===== config.mk =====
export PLATFORM = sky130hd
export DESIGN_NAME = fl
export DESIGN_NICKNAME = d
export VERILOG_FILES = /design/src/rtl/fl.sv
export SDC_FILE = /design/constraint.sdc
export NUM_CORES = 2
export LEC_CHECK = 0
export ABC_AREA = 0
export CAP_MARGIN = 0
export CORE_UTILIZATION = 36
export DETAILED_ROUTE_END_ITERATION = 7
export PLACE_DENSITY_LB_ADDON = 0.08
export REMOVE_ABC_BUFFERS = 1
export SLEW_MARGIN = 20
export SYNTH_ARGS = -nofsm -noshare
export SYNTH_HDL_FRONTEND = slang
export SYNTH_SLANG_ARGS = --single-unit

===== constraint.sdc =====
create_clock -name clock -period 3.5 [get_ports clock]
set_input_delay 0.7 -clock clock [delete_from_list [all_inputs] [get_ports clock]]
set_output_delay 0.7 -clock clock [all_outputs]
set_load 0.01 [all_outputs]

===== src/rtl/fl.sv =====
// Free list of physical register tags for a 2-wide rename stage; circular buffer with recover-to-retired-head.
// Optional sticky protocol checking is built only when FL_CHECK_EN is defined.
module fl #(
  parameter int FL_DEPTH = 96,
  parameter int PR_BASE  = 32
) (
  input  logic       clock,
  input  logic       reset,
  input  logic [1:0] id_dispatch_num,
  input  logic [1:0] rob_retire_num,
  input  logic [6:0] rob_retire_told0,
  input  logic [6:0] rob_retire_told1,
  input  logic       recover,
  output logic [6:0] fl_pr0,
  output logic [6:0] fl_pr1,
  output logic [1:0] fl_free_num,
  output logic       fl_empty,
  output logic       fl_error
);

  logic [6:0] r_mem [0:FL_DEPTH-1];
  logic [6:0] r_head;
  logic [6:0] r_tail;
  logic [6:0] r_retired_head;
  logic [6:0] r_count;

  logic [6:0] w_head1;
  logic [6:0] w_tail1;
  logic [1:0] w_free_num;
  logic [1:0] w_disp;
  logic [1:0] w_ret;
  logic [7:0] w_count_sum;
  logic [6:0] w_count_nxt;

  // Depth is not a power of two, so wrap by compare-and-subtract.
  function automatic logic [6:0] f_wrap_add(input logic [6:0] p, input logic [1:0] n);
    logic [7:0] s;
    s = {1'b0, p} + {6'd0, n};
    if (s >= 8'(FL_DEPTH)) s = s - 8'(FL_DEPTH);
    return s[6:0];
  endfunction

  always_comb begin
    w_head1     = f_wrap_add(r_head, 2'd1);
    w_tail1     = f_wrap_add(r_tail, 2'd1);
    w_free_num  = (r_count >= 7'd2) ? 2'd2 : r_count[1:0];
    // An over-request drops the dispatch half of the cycle; retire still lands.
    w_disp      = (id_dispatch_num <= w_free_num) ? id_dispatch_num : 2'd0;
    w_ret       = (rob_retire_num == 2'd3) ? 2'd0 : rob_retire_num;
    w_count_sum = {1'b0, r_count} + {6'd0, w_ret} - {6'd0, w_disp};
    w_count_nxt = (w_count_sum > 8'(FL_DEPTH)) ? 7'(FL_DEPTH) : w_count_sum[6:0];
  end

  assign fl_pr0      = r_mem[r_head];
  assign fl_pr1      = r_mem[w_head1];
  assign fl_free_num = w_free_num;
  assign fl_empty    = (r_count == 7'd0);

  always_ff @(posedge clock) begin
    if (reset) begin
      for (int i = 0; i < FL_DEPTH; i++) r_mem[i] <= 7'(PR_BASE + i);
      r_head         <= 7'd0;
      r_tail         <= 7'd0;
      r_retired_head <= 7'd0;
      r_count        <= 7'(FL_DEPTH);
    end else if (recover) begin
      // Everything between retired_head and head becomes free again.
      r_head  <= r_retired_head;
      r_count <= 7'(FL_DEPTH);
    end else begin
      if (w_ret != 2'd0) r_mem[r_tail]  <= rob_retire_told0;
      if (w_ret == 2'd2) r_mem[w_tail1] <= rob_retire_told1;
      r_head         <= f_wrap_add(r_head, w_disp);
      r_tail         <= f_wrap_add(r_tail, w_ret);
      r_retired_head <= f_wrap_add(r_retired_head, w_ret);
      r_count        <= w_count_nxt;
    end
  end

`ifdef FL_CHECK_EN
  logic r_error;
  logic w_viol;

  always_comb begin
    w_viol = (id_dispatch_num > w_free_num)
          || (({1'b0, r_count} + {6'd0, rob_retire_num}) > 8'(FL_DEPTH))
          || (id_dispatch_num == 2'd3)
          || (rob_retire_num == 2'd3);
  end

  always_ff @(posedge clock) begin
    if (reset) begin
      r_error <= 1'b0;
    end else if (!recover && w_viol) begin
      r_error <= 1'b1;
      $display("fl: protocol violation at time %0t (dispatch=%0d retire=%0d count=%0d)",
               $time, id_dispatch_num, rob_retire_num, r_count);
    end
  end

  assign fl_error = r_error;
`else
  assign fl_error = 1'b0;
`endif

endmodule


Yosys cells after proc, flatten, opt, wreduce, memory -nomap -nowiden
Memories as Yosys holds them, arrays and structs flattened. A register that Yosys moved wholly into a read port is not among the register bits.
Cells that the tools add are included.
{"block": "op_classes", "n_mux": 26, "eq_ne": 2, "magnitude_cmp": 8, "n_addsub": 12, "n_reduce_logical": 5}
{"cell": "two-way mux 7 bit", "n": 11}
{"cell": "greater-or-equal comparator 8 x 7 -> 1 bit (second input constant)", "n": 5}
{"cell": "subtractor 7 bit (second input constant)", "n": 5}
{"cell": "adder 7 x 2 -> 8 bit", "n": 4}
{"cell": "adder 7 x 1 -> 8 bit (second input constant)", "n": 2}
{"cell": "OR reduction 7 bit", "n": 2}
{"cell": "two-way mux 1 bit", "n": 12}
{"cell": "greater-than comparator 8 x 7 -> 1 bit (second input constant)", "n": 1}
{"cell": "subtractor 8 x 2 -> 8 bit", "n": 1}
{"cell": "greater-or-equal comparator 7 x 2 -> 1 bit (second input constant)", "n": 1}
{"cell": "logical NOT 7 bit", "n": 1}
{"cell": "two-way mux 2 bit", "n": 3}
{"cell": "== test 2 bit (second input constant)", "n": 2}
{"cell": "OR reduction 3 bit", "n": 1}
{"cell": "less-or-equal comparator 2 bit", "n": 1}
{"cell": "nonzero test 2 bit", "n": 1}
{"block": "word_totals", "mem_count": 1, "regBits": 28, "inputBits": 21, "output_inout_bits": 18, "word_cells": 58, "ramBits": 672}
{"memory": "r_mem", "depth": 96, "width": 7, "rd": 2, "rd_clocked_by_memory_dff": 1, "write_ports": 96, "line_no": "21", "source": "logic [6:0] r_mem [0:FL_DEPTH-1];"}

Longest topological paths before layout
{"block": "logic_depth", "ltp_word": 9, "depth_mapped": 21, "mapped_depth_nobuf": 21}

Worst setup path after synthesis
OpenSTA, ideal clock, no wires.
{"block": "synth_path", "path_type": "flip-flop to flip-flop", "from": "register r_count[3]", "to": "register r_count[6]", "required_ns": 3.377, "synth_period_minus_slack_ns": 3.868, "path_buffers": 0, "t_arrival_ns": 3.744, "setup_ns": 0.123, "setup_slack_ns": -0.368, "path_stages_with_launch": 21, "cell_sequence": "dfxtp_1 -> inv_1 -> ha_1 -> o21ai_0 -> nand2_1 -> nand2_1 -> nand3_1 -> inv_1 -> ha_1 -> nor2b_1 -> o21ai_0 -> and2_1 -> fa_1 -> inv_1 -> ha_1 -> a21o_1 -> a21oi_1 -> o21bai_1 -> a211oi_1 -> o21ai_0 -> or2_2"}
{"block": "synth_between", "elab_chain_len": 7, "elab_cells_between_ends": 8, "cone_classes": "2 x add/sub; 3 x order compare; 2 x mux; 1 x reduce/logical"}
{"element": "start: declaration", "line_no": "25", "source": "logic [6:0] r_count;"}
{"element": "start signal: assignment", "line_no": "65", "source": "r_count <= 7'(FL_DEPTH);"}
{"element": "start signal: assignment", "line_no": "69", "source": "r_count <= 7'(FL_DEPTH);"}
{"element": "start signal: assignment", "line_no": "76", "source": "r_count <= w_count_nxt;"}
{"element": "greater-or-equal comparator 7 x 2 -> 1 bit *", "line_no": "46", "source": "w_free_num = (r_count >= 7'd2) ? 2'd2 : r_count[1:0];"}
{"element": "two-way mux 2 bit *", "line_no": "46"}
{"element": "net fl_free_num[1]", "line_no": "16", "source": "output logic [1:0] fl_free_num,"}
{"element": "less-or-equal comparator 2 bit *", "line_no": "48", "source": "w_disp = (id_dispatch_num <= w_free_num) ? id_dispatch_num : 2'd0;"}
{"element": "two-way mux 2 bit *", "line_no": "48"}
{"element": "subtractor 8 x 2 -> 8 bit *", "line_no": "50", "source": "w_count_sum = {1'b0, r_count} + {6'd0, w_ret} - {6'd0, w_disp};"}
{"element": "greater-than comparator 8 x 7 -> 1 bit", "line_no": "51", "source": "w_count_nxt = (w_count_sum > 8'(FL_DEPTH)) ? 7'(FL_DEPTH) : w_count_sum[6:0];"}
{"element": "OR reduction 3 bit (no line)"}
The timed path passes the listed nets; every way through them passes the cells marked *.
A chain may end at the register's enable or synchronous reset.

Worst setup path in the final report
{"block": "layout_path", "from": "register r_head[1]", "to": "output port fl_pr1[6]"}
{"block": "layout_between", "elab_chain_len": 4, "elab_cells_between_ends": 5, "cone_classes": "2 x add/sub; 1 x order compare; 1 x mux; 1 x memory"}
{"element": "start: declaration", "line_no": "22", "source": "logic [6:0] r_head;"}
{"element": "start signal: assignment", "line_no": "68", "source": "r_head <= r_retired_head;"}
{"element": "start signal: assignment", "line_no": "73", "source": "r_head <= f_wrap_add(r_head, w_disp);"}
{"element": "adder 7 x 1 -> 8 bit *", "line_no": "38", "source": "s = {1'b0, p} + {6'd0, n};"}
{"element": "subtractor 7 bit or greater-or-equal comparator 8 x 7 -> 1 bit (tied branches)", "line_no": "39", "source": "if (s >= 8'(FL_DEPTH)) s = s - 8'(FL_DEPTH);"}
{"element": "two-way mux 7 bit *", "line_no": "39"}
{"element": "memory read (96 x 7 bit) *"}
{"element": "end: declaration", "line_no": "15", "source": "output logic [6:0] fl_pr1,"}
Every way passes the cells marked *; elsewhere a longest branch is shown, timed or not.

==> results.cfg <==
[pwr]
leakage_nw = 21.0
max-vdd-ir-drop_v = 0.000414
p_per_area_nw_per_um2 = 448

[clock_network]
cts_root_buf = clkbuf_16
clock_path_buffers = 3
numCtsBuffers = 106
clkTransAtPathRegs_ps = 60
htree_levels = 3
cts_hold_buf = 0
cts_sinks = 924
clkLatencyLatePin_ps = 780
cts_tree = built

[sta]
fin_skew_ps = 62.4
grt_setup_unrepaired = true
hold_viol_final = 0
setup_ws_ps = -1080
finalCriticalPeriod_ps = 4580
setup_viol = 18
slew_headroom_pct = 23.8
setup_tns_ps = -12620
fin_crit_sh_pct = 131
max_freq_ghz = 0.218
worstMarginPinSlew_ps = 1130
whs_ps = 495
drv_slew = 0

[placement]
pre_cts_slack_ps = -882
hpwl_um = 167000
portBuffers = 37
gp_congestion = 0.974

[status]
violations = setup timing
status = finished with violations

[finish]
syn_to_final_growth_pct = 26.0
final_nets = 4408
mostFrequentLayoutCells = 896 x edfxtp_1, 696 x buf_4, 445 x mux4_2, 340 x a22oi_1, 297 x nand2_1
drive_above_1_share_pct = 37.9
n_fill_cell = 12831
layout_commonest_cell = edfxtp_1

[global_routing]
grt_overflow = 0
grt_pass1_wl_um = 331000
use_met1_pct = 43.8
grt.total_usage_pct = 32.7
grt_pass1_vias = 40319
grtUsageMet3_pct = 9.38
use_met2_pct = 49.6
antenna_found_initial = 10
grt_max_degree = 94
top_usage_layer = met2

[die]
start_util_pct = 36.3
pin_count = 39
die_w_um = 382
fp.dieH_um = 382
core_area_um2 = 143000
die_area_um2 = 146000
rows = 139

[setup_path]
critical_path_required_ps = 2800
worst_setup_path_end_kind = output port
r2r-start = r_count[3]
crit_type = flip-flop to output port
crit_arrival_ps = 3880
crit_path_start_kind = flip-flop
startpoint = r_head[1]
crit_fanout = 10

[detailed_routing]
first_pass_iters = 6
vias = 41830
initialDrtViolationCount = 6397
drt-total-wl_um = 242000
viasPerCell = 6.59
drcViolationCount = 0
routedWlPerCell_um = 38.1
antenna_left = 0

[synth]
synth.yosys.seq_area_share_pct = 52.8
syn_area_per_cell_um2 = 13.4
yosysWarnings = 0
async_flop_share_pct = 0
synth_edf_count = 896
ys_types = 72
ys_seq_elements = 924
syn-instance-count = 3885
synthFlopType = edfxtp_1
netlist_area_um2 = 52000

[hold_path]
min_path_type = flip-flop to flip-flop
min-delay-start = r_retired_head[0]

[flow_run]
maxCapViolations = 0
sequential cells by signal (all words and copies together) (netlist names):
register	flops
r_mem	896
r_count	7
r_head	7
r_retired_head	7
r_tail	7
per-layer routing:
layer | wire [um] | up-vias
met5 | 58 | -
met4 | 11400 | 8
met3 | 28600 | 510
met2 | 108000 | 3048
met1 | 93500 | 21778
li1 | - | 16486
logic make-up (layout without fill, tap and decap cells):
family | Yosys count | after routing | synth area share, %
AO/OA/AOI/OAI | 872 | 872 | 12.1
XOR/XNOR | 24 | 24 | 0.404
adder cells (fa/ha/maj) | 34 | 34 | 0.890
buffers and inverters | 629 | 1185 | 5.02
flip-flops | 924 | 924 | 52.8
multiplexers | 555 | 555 | 21.4
other | 1 | 2 | 0.00721
AND/OR/NAND/NOR | 846 | 846 | 7.40
worst max-delay path, cell delays in order, from the launching register on:
cell      delay [ps]
dfxtp_4          360
buf_12           150
ha_4             350
buf_12           150
buf_12           100
buf_16           140
mux4_2           370
mux4_2           560
mux2i_4          210
buf_6            120
o211ai_1         250
buf_4            260
buf_6            120
synthesized netlist by cell type, types with 14 or more instances:
master / instances / share of area [%]
edfxtp_1: 896 / 52
clkbuf_1: 458 / 3.3
mux4_2: 445 / 19
a22oi_1: 344 / 5.0
nand2_1: 299 / 2.2
nor2_1: 258 / 1.9
o22ai_1: 240 / 2.9
mux2i_1: 105 / 2.0
or3_1: 103 / 1.2
a22o_1: 79 / 1.3
buf_2: 74 / 0.71
o22a_1: 49 / 0.82
nand3_1: 39 / 0.38
a21oi_1: 37 / 0.36
buf_4: 32 / 0.46
ha_1: 29 / 0.70
inv_1: 29 / 0.21
o21ai_0: 29 / 0.28
dfxtp_1: 28 / 1.1
nor3_1: 25 / 0.24
buf_1: 21 / 0.15
nor2b_1: 20 / 0.24
nand2b_1: 19 / 0.23
nand4_1: 14 / 0.17
nor2_2: 14 / 0.17
xnor2_1: 14 / 0.24
report_power, final:
group	internal, mW	switching, mW
clock	6.38	4.99
sequential	12.4	0.196
combinational	2.51	2.93
worst paths after layout:
path                        to  slack (ps)  depth (start not counted)
max                  fl_pr1[6]       -1080                         12
min          r_retired_head[0]         490                          2
max reg2reg         r_count[1]         -30                         20
min reg2reg  r_retired_head[0]         490                          2
metrics by stage:
stage | util, % | instances | area (um^2) | total power [mW]
2_1_floorplan | - | 3295 | 49600 | 15.5
3_3_place_gp | 42.0 | 6060 | 60300 | 17.4
3_5_place_dp | 42.0 | 6060 | 60300 | 17.4
4_1_cts | 45.4 | 6329 | 65100 | 29.2
5_1_grt | 45.7 | 6344 | 65500 | 30.0
6_report | 45.7 | 6345 | 65500 | 29.4
cell type report:
class,count,area [um^2],share of cell area [%]
sequential,924,27500,41.9
multi-input combinational,2332,22600,34.4
timing repair buffer,950,9500,14.5
clock buffer,130,2760,4.22
tap,1903,2380,3.63
clock inverter,66,692,1.06
inverter,39,159,0.242
antenna,1,2.50,0.00382
timing repair:
action,4_1_cts,5_1_grt
setup endpoints to repair,21,25
setup buffers,72,18
gates resized for setup,184,71
gates cloned,6,3
pin swaps,50,45
(Power assumes the default switching activity.)
